<file path="src/rtl/ifetch_unit_if.sv">
// Bundle of xbus request/response and decode-side handshake signals for ifetch_unit.
// master = fetch unit side, slave = ROM / decode / redirect source side.
`ifndef XADDRW
`define XADDRW 32
`endif
`ifndef XDATAW
`define XDATAW 32
`endif
`ifndef XBYTEC
`define XBYTEC 4
`endif

interface ifetch_unit_if;
    logic                 xbus_cs;
    logic                 xbus_we;
    logic [`XBYTEC-1:0]   xbus_be;
    logic [`XADDRW-1:0]   xbus_addr;
    logic [`XDATAW-1:0]   xbus_wdata;
    logic [`XDATAW-1:0]   xbus_rdata;
    logic                 redirect_valid;
    logic [`XADDRW-1:0]   redirect_pc;
    logic                 out_valid;
    logic                 out_ready;
    logic [`XDATAW-1:0]   out_inst;
    logic [`XADDRW-1:0]   out_pc;

    modport master (
        output xbus_cs, xbus_we, xbus_be, xbus_addr, xbus_wdata,
        output out_valid, out_inst, out_pc,
        input  xbus_rdata, redirect_valid, redirect_pc, out_ready
    );

    modport slave (
        input  xbus_cs, xbus_we, xbus_be, xbus_addr, xbus_wdata,
        input  out_valid, out_inst, out_pc,
        output xbus_rdata, redirect_valid, redirect_pc, out_ready
    );
endinterface

</file>
<file path="src/rtl/ifetch_unit.sv">
// Instruction fetch front end: issues word reads on xbus, captures the ROM's
// registered data a cycle later into a small queue, and hands it to decode.
`ifndef XADDRW
`define XADDRW 32
`endif
`ifndef XDATAW
`define XDATAW 32
`endif
`ifndef XBYTEC
`define XBYTEC 4
`endif

module ifetch_unit #(
    parameter logic [`XADDRW-1:0] RESET_PC = '0,
    parameter int                 QDEPTH   = 4
) (
    input  logic          clk,
    input  logic          rst,
    ifetch_unit_if.master bus
);
    localparam int            PTRW = $clog2(QDEPTH);
    localparam int            OCCW = PTRW + 1;
    localparam logic [OCCW:0] QLIM = (OCCW + 1)'(QDEPTH);

    logic [`XADDRW-1:0] r_fetchPc;
    logic [`XADDRW-1:0] r_inflPc;
    logic               r_infl;
    logic [OCCW-1:0]    r_occ;
    logic [PTRW-1:0]    r_head;
    logic [PTRW-1:0]    r_tail;
    logic [`XADDRW-1:0] r_qPc   [QDEPTH];
    logic [`XDATAW-1:0] r_qInst [QDEPTH];

    logic               w_issue;
    logic               w_push;
    logic               w_pop;
    logic               w_outValid;
    logic [OCCW:0]      w_pending;
    logic [`XADDRW-1:0] w_redirPc;

    // Counting the in-flight word against capacity guarantees a free slot when it lands.
    assign w_pending  = {1'b0, r_occ} + {{OCCW{1'b0}}, r_infl};
    assign w_issue    = !rst && !bus.redirect_valid && (w_pending < QLIM);
    assign w_outValid = !rst && (r_occ != '0);
    assign w_pop      = w_outValid && bus.out_ready;
    assign w_push     = r_infl && !bus.redirect_valid;
    assign w_redirPc  = bus.redirect_pc & ~`XADDRW'(3);

    assign bus.xbus_cs    = w_issue;
    assign bus.xbus_we    = 1'b0;
    assign bus.xbus_be    = '1;
    assign bus.xbus_addr  = r_fetchPc;
    assign bus.xbus_wdata = '0;
    assign bus.out_valid  = w_outValid;
    assign bus.out_inst   = r_qInst[r_head];
    assign bus.out_pc     = r_qPc[r_head];

    always_ff @(posedge clk) begin
        if (rst) begin
            r_fetchPc <= RESET_PC;
            r_inflPc  <= '0;
            r_infl    <= 1'b0;
            r_occ     <= '0;
            r_head    <= '0;
            r_tail    <= '0;
        end else begin
            r_infl <= w_issue;
            if (w_issue) begin
                r_fetchPc <= r_fetchPc + `XADDRW'(4);
                r_inflPc  <= r_fetchPc;
            end
            // A redirect never coincides with an issue, so it owns fetch_pc outright.
            if (bus.redirect_valid) begin
                r_fetchPc <= w_redirPc;
                r_occ     <= '0;
                r_head    <= '0;
                r_tail    <= '0;
            end else begin
                if (w_pop) begin
                    r_head <= r_head + 1'b1;
                end
                if (w_push) begin
                    r_tail <= r_tail + 1'b1;
                end
                case ({w_push, w_pop})
                    2'b10:   r_occ <= r_occ + 1'b1;
                    2'b01:   r_occ <= r_occ - 1'b1;
                    default: r_occ <= r_occ;
                endcase
            end
        end
    end

    always_ff @(posedge clk) begin
        if (!rst && w_push) begin
            r_qPc[r_tail]   <= r_inflPc;
            r_qInst[r_tail] <= bus.xbus_rdata;
        end
    end
endmodule

</file>
<file path="src/flat_wrapper.sv">
// flat-port wrapper written by rule: the top's interface ports become plain ports
module ifetch_unit_flat 
#(
    parameter logic [`XADDRW-1:0] RESET_PC = '0,
    parameter int                 QDEPTH   = 4
)
  (clk, rst, bus_xbus_cs, bus_xbus_we, bus_xbus_be, bus_xbus_addr, bus_xbus_wdata, bus_out_valid, bus_out_inst, bus_out_pc, bus_xbus_rdata, bus_redirect_valid, bus_redirect_pc, bus_out_ready);
  ifetch_unit_if bus_i ();
  input  logic clk;
  input  logic rst;
  output wire logic [$bits(bus_i.xbus_cs)-1:0] bus_xbus_cs;
  output wire logic [$bits(bus_i.xbus_we)-1:0] bus_xbus_we;
  output wire logic [$bits(bus_i.xbus_be)-1:0] bus_xbus_be;
  output wire logic [$bits(bus_i.xbus_addr)-1:0] bus_xbus_addr;
  output wire logic [$bits(bus_i.xbus_wdata)-1:0] bus_xbus_wdata;
  output wire logic [$bits(bus_i.out_valid)-1:0] bus_out_valid;
  output wire logic [$bits(bus_i.out_inst)-1:0] bus_out_inst;
  output wire logic [$bits(bus_i.out_pc)-1:0] bus_out_pc;
  input wire logic [$bits(bus_i.xbus_rdata)-1:0] bus_xbus_rdata;
  input wire logic [$bits(bus_i.redirect_valid)-1:0] bus_redirect_valid;
  input wire logic [$bits(bus_i.redirect_pc)-1:0] bus_redirect_pc;
  input wire logic [$bits(bus_i.out_ready)-1:0] bus_out_ready;
  assign bus_xbus_cs = bus_i.xbus_cs;
  assign bus_xbus_we = bus_i.xbus_we;
  assign bus_xbus_be = bus_i.xbus_be;
  assign bus_xbus_addr = bus_i.xbus_addr;
  assign bus_xbus_wdata = bus_i.xbus_wdata;
  assign bus_out_valid = bus_i.out_valid;
  assign bus_out_inst = bus_i.out_inst;
  assign bus_out_pc = bus_i.out_pc;
  assign bus_i.xbus_rdata = bus_xbus_rdata;
  assign bus_i.redirect_valid = bus_redirect_valid;
  assign bus_i.redirect_pc = bus_redirect_pc;
  assign bus_i.out_ready = bus_out_ready;
  ifetch_unit #(.RESET_PC(RESET_PC), .QDEPTH(QDEPTH)) u_core (.clk(clk), .rst(rst), .bus(bus_i));
endmodule
</file>
<file path="config.mk">
export PLATFORM = sky130hd
export DESIGN_NAME = ifetch_unit_flat
export DESIGN_NICKNAME = d
export VERILOG_FILES = /design/src/rtl/ifetch_unit_if.sv /design/src/rtl/ifetch_unit.sv /design/src/flat_wrapper.sv
export SDC_FILE = /design/constraint.sdc
export NUM_CORES = 1
export LEC_CHECK = 0
export BUFFER_PORTS_ARGS = -buffer_cell sky130_fd_sc_hd__buf_2
export CORE_ASPECT_RATIO = 1.4
export CORE_MARGIN = 1.5
export CORE_UTILIZATION = 30
export CTS_BUF_LIST = sky130_fd_sc_hd__clkbuf_16
export DETAILED_ROUTE_END_ITERATION = 8
export PLACE_DENSITY_LB_ADDON = 0.05
export SYNTH_ARGS = -nofsm -noshare
export SYNTH_HDL_FRONTEND = slang
export SYNTH_SLANG_ARGS = --single-unit
</file>
<file path="constraint.sdc">
create_clock -name clk -period 3.8 [get_ports clk]
set_clock_uncertainty 0.1 [all_clocks]
set_input_delay 0.38 -clock clk [delete_from_list [all_inputs] [get_ports clk]]
set_output_delay 0.38 -clock clk [all_outputs]
set_load 0.005 [all_outputs]
</file>
After elaboration in Yosys (flattened, before gate mapping)
Memories as Yosys holds them, arrays and structs flattened. A register that Yosys moved wholly into a read port is not among the register bits.
Index checks and enable logic that the tools add are counted.
{ "totals": {"register_bits": 72, "ramBits": 256, "in_bits": 68, "output_inout_bits": 135, "elab_cells": 39, "memories": 2} }
{ "mem_list": {"columns": ["memory", "depth", "word_bits", "rd", "rd_ports_with_merged_regs", "write_ports", "line_no", "rtl"], "rows": [
  ["u_core.r_qInst", 4, 32, 1, 1, 1, "ifetch_unit.sv:32", "logic [`XDATAW-1:0] r_qInst [QDEPTH];"],
  ["u_core.r_qPc", 4, 32, 1, 1, 1, "ifetch_unit.sv:31", "logic [`XADDRW-1:0] r_qPc [QDEPTH];"]
]} }
{ "op_classes": {"add_sub_neg": 6, "magnitude_cmp": 1, "eq_ne": 2, "n_mux": 9, "reduce_logical": 12} }
{ "op_table": {"columns": ["cell", "n"], "rows": [
  ["32-bit two-way mux", 2],
  ["32-bit by 3-bit adder with 32-bit output (second input constant)", 1],
  ["2-bit two-way mux", 4],
  ["1-bit logical AND", 6],
  ["3-bit one-hot mux with 2 select lines", 1],
  ["2-bit by 1-bit adder with 2-bit output (second input constant)", 2],
  ["3-bit by 1-bit adder with 4-bit output", 1],
  ["4-bit by 3-bit less-than comparator with 1-bit output (second input constant)", 1],
  ["2-bit nonzero test", 2],
  ["3-bit by 1-bit adder with 3-bit output (second input constant)", 1],
  ["3-bit nonzero test", 1],
  ["3-bit by 1-bit subtractor with 3-bit output (second input constant)", 1],
  ["2-bit by 1-bit == test with 1-bit output (second input constant)", 1],
  ["2-bit == test (second input constant)", 1],
  ["1-bit zero test", 2],
  ["1-bit two-way mux", 2],
  ["2-bit OR reduction", 1]
]} }

Depth between registers and ports, before layout
{ "depth": {"word_depth": 5, "mapped_depth": 9} }

Worst setup path before layout
OpenSTA, ideal clock, no wires.
{ "synth_timing": {"kind": "in2reg", "start": "input port rst", "end": "memory u_core.r_qInst[0][0] in the netlist's numbering, enable pin", "setup_time_ps": 427, "arrival_ps": 2245, "t_required_ps": 3273, "slack_ps": 1028, "path_stages": 3, "path_buffers": 1, "cell_sequence": "clkbuf_1 > nor2_1 > and3_1"} }
{ "synth_via": {"elab_chain_cells": 4} }
{ "synth_lines": {"columns": ["item", "line_no", "rtl"], "rows": [
  ["start: declaration", "flat_wrapper.sv:10", "input logic rst;"],
  ["1-bit zero test", "ifetch_unit.sv:95", "if (!rst && w_push) begin"],
  ["1-bit logical AND", "ifetch_unit.sv:95", null],
  ["1-bit two-way mux", "ifetch_unit.sv:95", null],
  ["1-bit two-way mux (implied by the code)", "ifetch_unit.sv:97", "r_qInst[r_tail] <= bus.xbus_rdata;"],
  ["end: declaration", "ifetch_unit.sv:32", null]
]} }
Every way passes these cells.

Worst setup path in the final report
{ "layout_timing": {"start": "register u_core.r_infl", "end": "output port bus_xbus_cs"} }
{ "layout_via": {"elab_chain_cells": 3} }
{ "layout_lines": {"columns": ["item", "line_no", "rtl"], "rows": [
  ["start: declaration", "ifetch_unit.sv:27", "logic r_infl;"],
  ["start signal: assignment", "ifetch_unit.sv:67", "r_infl <= w_issue;"],
  ["3-bit by 1-bit adder with 4-bit output", "ifetch_unit.sv:42", "assign w_pending = {1'b0, r_occ} + {{OCCW{1'b0}}, r_infl};"],
  ["4-bit by 3-bit less-than comparator with 1-bit output", "ifetch_unit.sv:43", "assign w_issue = !rst && !bus.redirect_valid && (w_pending < QLIM);"],
  ["1-bit logical AND", "ifetch_unit.sv:43", null],
  ["end: declaration", "flat_wrapper.sv:11", "output wire logic [$bits(bus_i.xbus_cs)-1:0] bus_xbus_cs;"]
]} }
Every way passes these cells.

==> flow_metrics.tcl <==
set metrics [dict create \
    status "finished clean" \
    synth_cells 755 \
    min_path_type "in -> reg" \
    fin_area_um2 15300 \
    ys_seq_area_share_pct 70.9 \
    postPlaceCellArea_um2 13800 \
    numCtsBuffers 35 \
    path_common_cell "buf_4" \
    worst_path_max_delay_cell "dfxtp_1" \
    tightest_slew_ns 1.03 \
    clk_pin_slew_ns 0.06 \
    initial_utilization_pct 30.4 \
    rsz0062_at_grt "no" \
    synth_top_area_cell "edfxtp_1" \
    dieArea_um2 42800 \
    tns_ns 0 \
    drtIter0Drc 363 \
    clkLatencyLatePin_ns 0.51 \
    globalplace.congestion 0.728 \
    chipWidth_um 175 \
    vdd_drop_max_v 0.000230 \
    cp-start-kind "register" \
    synth_area_per_cell_um2 16.5 \
    vias 6977 \
    synthTopCellsByArea "edfxtp_1, dfxtp_1, mux4_2, nand2_1, buf_4" \
    overflow 0 \
    worstPathArrival_ns 2.41 \
    synth_common_cells "edfxtp_1, nand2_1, dfxtp_1" \
    maxSlewViolCount 0 \
    drcViolationCount 0 \
    required_ns 3.32 \
    avgRoutedWirePerCell_um 19.1 \
    rows 88 \
    grt_pass1_wl_um 45300 \
    critPathMaxFanout 31 \
    portBuffers 159 \
    synthAdderAreaFrac_pct 0.762 \
    synth_top_family_by_area "multiplexers" \
    synth.most_common_cell "edfxtp_1" \
    yosys.area.top_type_share_pct 59.7 \
    cts_tree "built" \
    critical_path.cell_chain "a31oi_4 -> nand2_1 -> buf_4 -> clkinv_1 -> buf_4 -> buf_2" \
    drt.antenna.violating_nets 0 \
    setup_violations 0 \
    synth-simple-area-share_pct 7.09 \
    synth_warnings 0 \
    wl_um 29300 \
    core-area_um2 41100 \
    path_class "reg -> out" \
    async_reset_ff_share_pct 0 \
    root_buffer "clkbuf_16" \
    fin_crit_ns 2.89 \
    fin_crit_sh_pct 76.1 \
    synth_compound_area_share_pct 3.84 \
    yosys_register_bits 318 \
    htreeDepth 2 \
    p_per_area_nw_per_um2 475 \
    grt_pass1_vias 7607 \
    grt_usage_pct 14.0 \
    synth_mux_area_share_pct 11.5 \
    synth_area_um2 12500 \
    die_h_um 244 \
    ios 203 \
    synth_edf_count 248 \
    drive_above_1_share_pct 31.8 \
    dp_hpwl_um 18300 \
    yosysUniqueCellTypes 55 \
    cts.sinks 318 \
    vias_per_cell 4.55 \
    worst_setup_path_end_kind "primary output" \
    synthXorXnorAreaFrac_pct 1.68 \
    fillers 3891 \
    maxCapViolCount 0 \
    timing.fmax_mhz 346 \
    antenna_found_initial 0 \
    drtPass1Iterations 4 \
    relSlewSlack_pct 31.0 \
    cts-resized-gates 0 \
    fin_nets 1041 \
    fin_util_pct 37.2 \
    cellLeakagePower_uw 0.00539 \
    area_growth_pct 22.3 \
    hold_viol_final 0 \
    n_antenna_cell 0 \
    cts.path.max_buffers 3 \
    critPathMaxStageDelay_ns 0.57 \
    grt_max_degree 63 \
    power.total_uw 7250 \
    yosys_most_used_dff "edfxtp_1" \
]
==> per-layer routing <==
metal	share of wire [%]	track usage [%]	up-vias	wire length, µm
met3	4.5	2.32	40	1310
met5	0	0	-	0
met4	2.3	4.78	0	663
met1	42	17.2	3500	12400
li1	-	-	3240	-
met2	51	24.8	197	14900
==> cells by family (layout without fill, tap and decap cells) <==
group | count (synthesis) | count (layout)
multiplexers | 66 | 66
flip-flops | 318 | 318
AND/OR/NAND/NOR | 170 | 170
buffers and inverters | 90 | 288
XOR/XNOR | 24 | 24
adder cells (fa/ha/maj) | 7 | 7
other | 2 | 41
AO/OA/AOI/OAI | 78 | 78
==> per-stage QoR <==
step / hold slack, ns / cells / worst slack (ns)
finish: 0.0378 / 1532 / 0.907
global route: 0.0152 / 1532 / 0.735
CTS: 0.00354 / 1532 / 0.793
detailed placement: 0.389 / 1430 / 1.15
global placement: 0.374 / 1430 / 1.19
floorplan: 0.360 / 794 / 1.03
==> repair_timing <==
action	4_1_cts	5_1_grt
hold endpoints to repair	135	0
hold buffers	39	0
buffers inserted	0	0
==> sequential cells by signal, summed over array words and instances, names as in the netlist, named ones only <==
signal and flops:
u_core.bus.xbus_addr 30, u_core.r_head 2, u_core.r_infl 1, u_core.r_inflPc 30
u_core.r_occ 3, u_core.r_qInst 128, u_core.r_qPc 120, u_core.r_tail 2
==> critical path: cells and delay by family, from the launching register on <==
kind                   cells  cell delay, ns
DFF                        1            0.57
and+or+nand+nor            1            0.14
buffers and inverters      4            0.93
AOI/OAI and AO/OA          1            0.23
==> path summary, 6_finish.rpt <==
path / from / end / slack (ns) / depth (start not counted)
hold reg to reg: u_core.r_inflPc[18] / u_core.r_inflPc[18] / 0.40 / 2
hold / removal: bus_redirect_pc[10] / u_core.bus.xbus_addr[10] / 0.04 / 3
setup / recovery: u_core.r_infl / bus_xbus_cs / 0.91 / 6
setup reg to reg: u_core.r_occ[0] / u_core.r_occ[2] / 1.25 / 8
==> final cells by class <==
cell class,count,area (µm²),area share (%)
sequential,318,8860,58.0
multi-input combinational,386,3280,21.5
timing repair buffer,213,1340,8.75
clock buffer,37,926,6.07
tap,540,676,4.43
clock inverter,26,144,0.943
inverter,12,45.0,0.295
==> report_power, final <==
part           switching, µW  internal [µW]
registers               54.6           3780
logic                    139            119
clock network           1340           1820
==> cells in the final DEF, fill, tap and decap left out, types with 7 or more instances in the layout <==
cell type,instances
a21oi_1,49
nand2_1,86
mux4_2,62
dfxtp_1,68
a211oi_1,10
edfxtp_1,248
buf_4,12
clkinv_2,10
xor2_1,7
nor2_1,28
xnor2_1,17
inv_1,19
nand3_1,7
dlygate4sd3_1,39
buf_2,159
conb_1,41
clkbuf_16,37
nand4_1,7
Power figures use the tool's default switching activity.
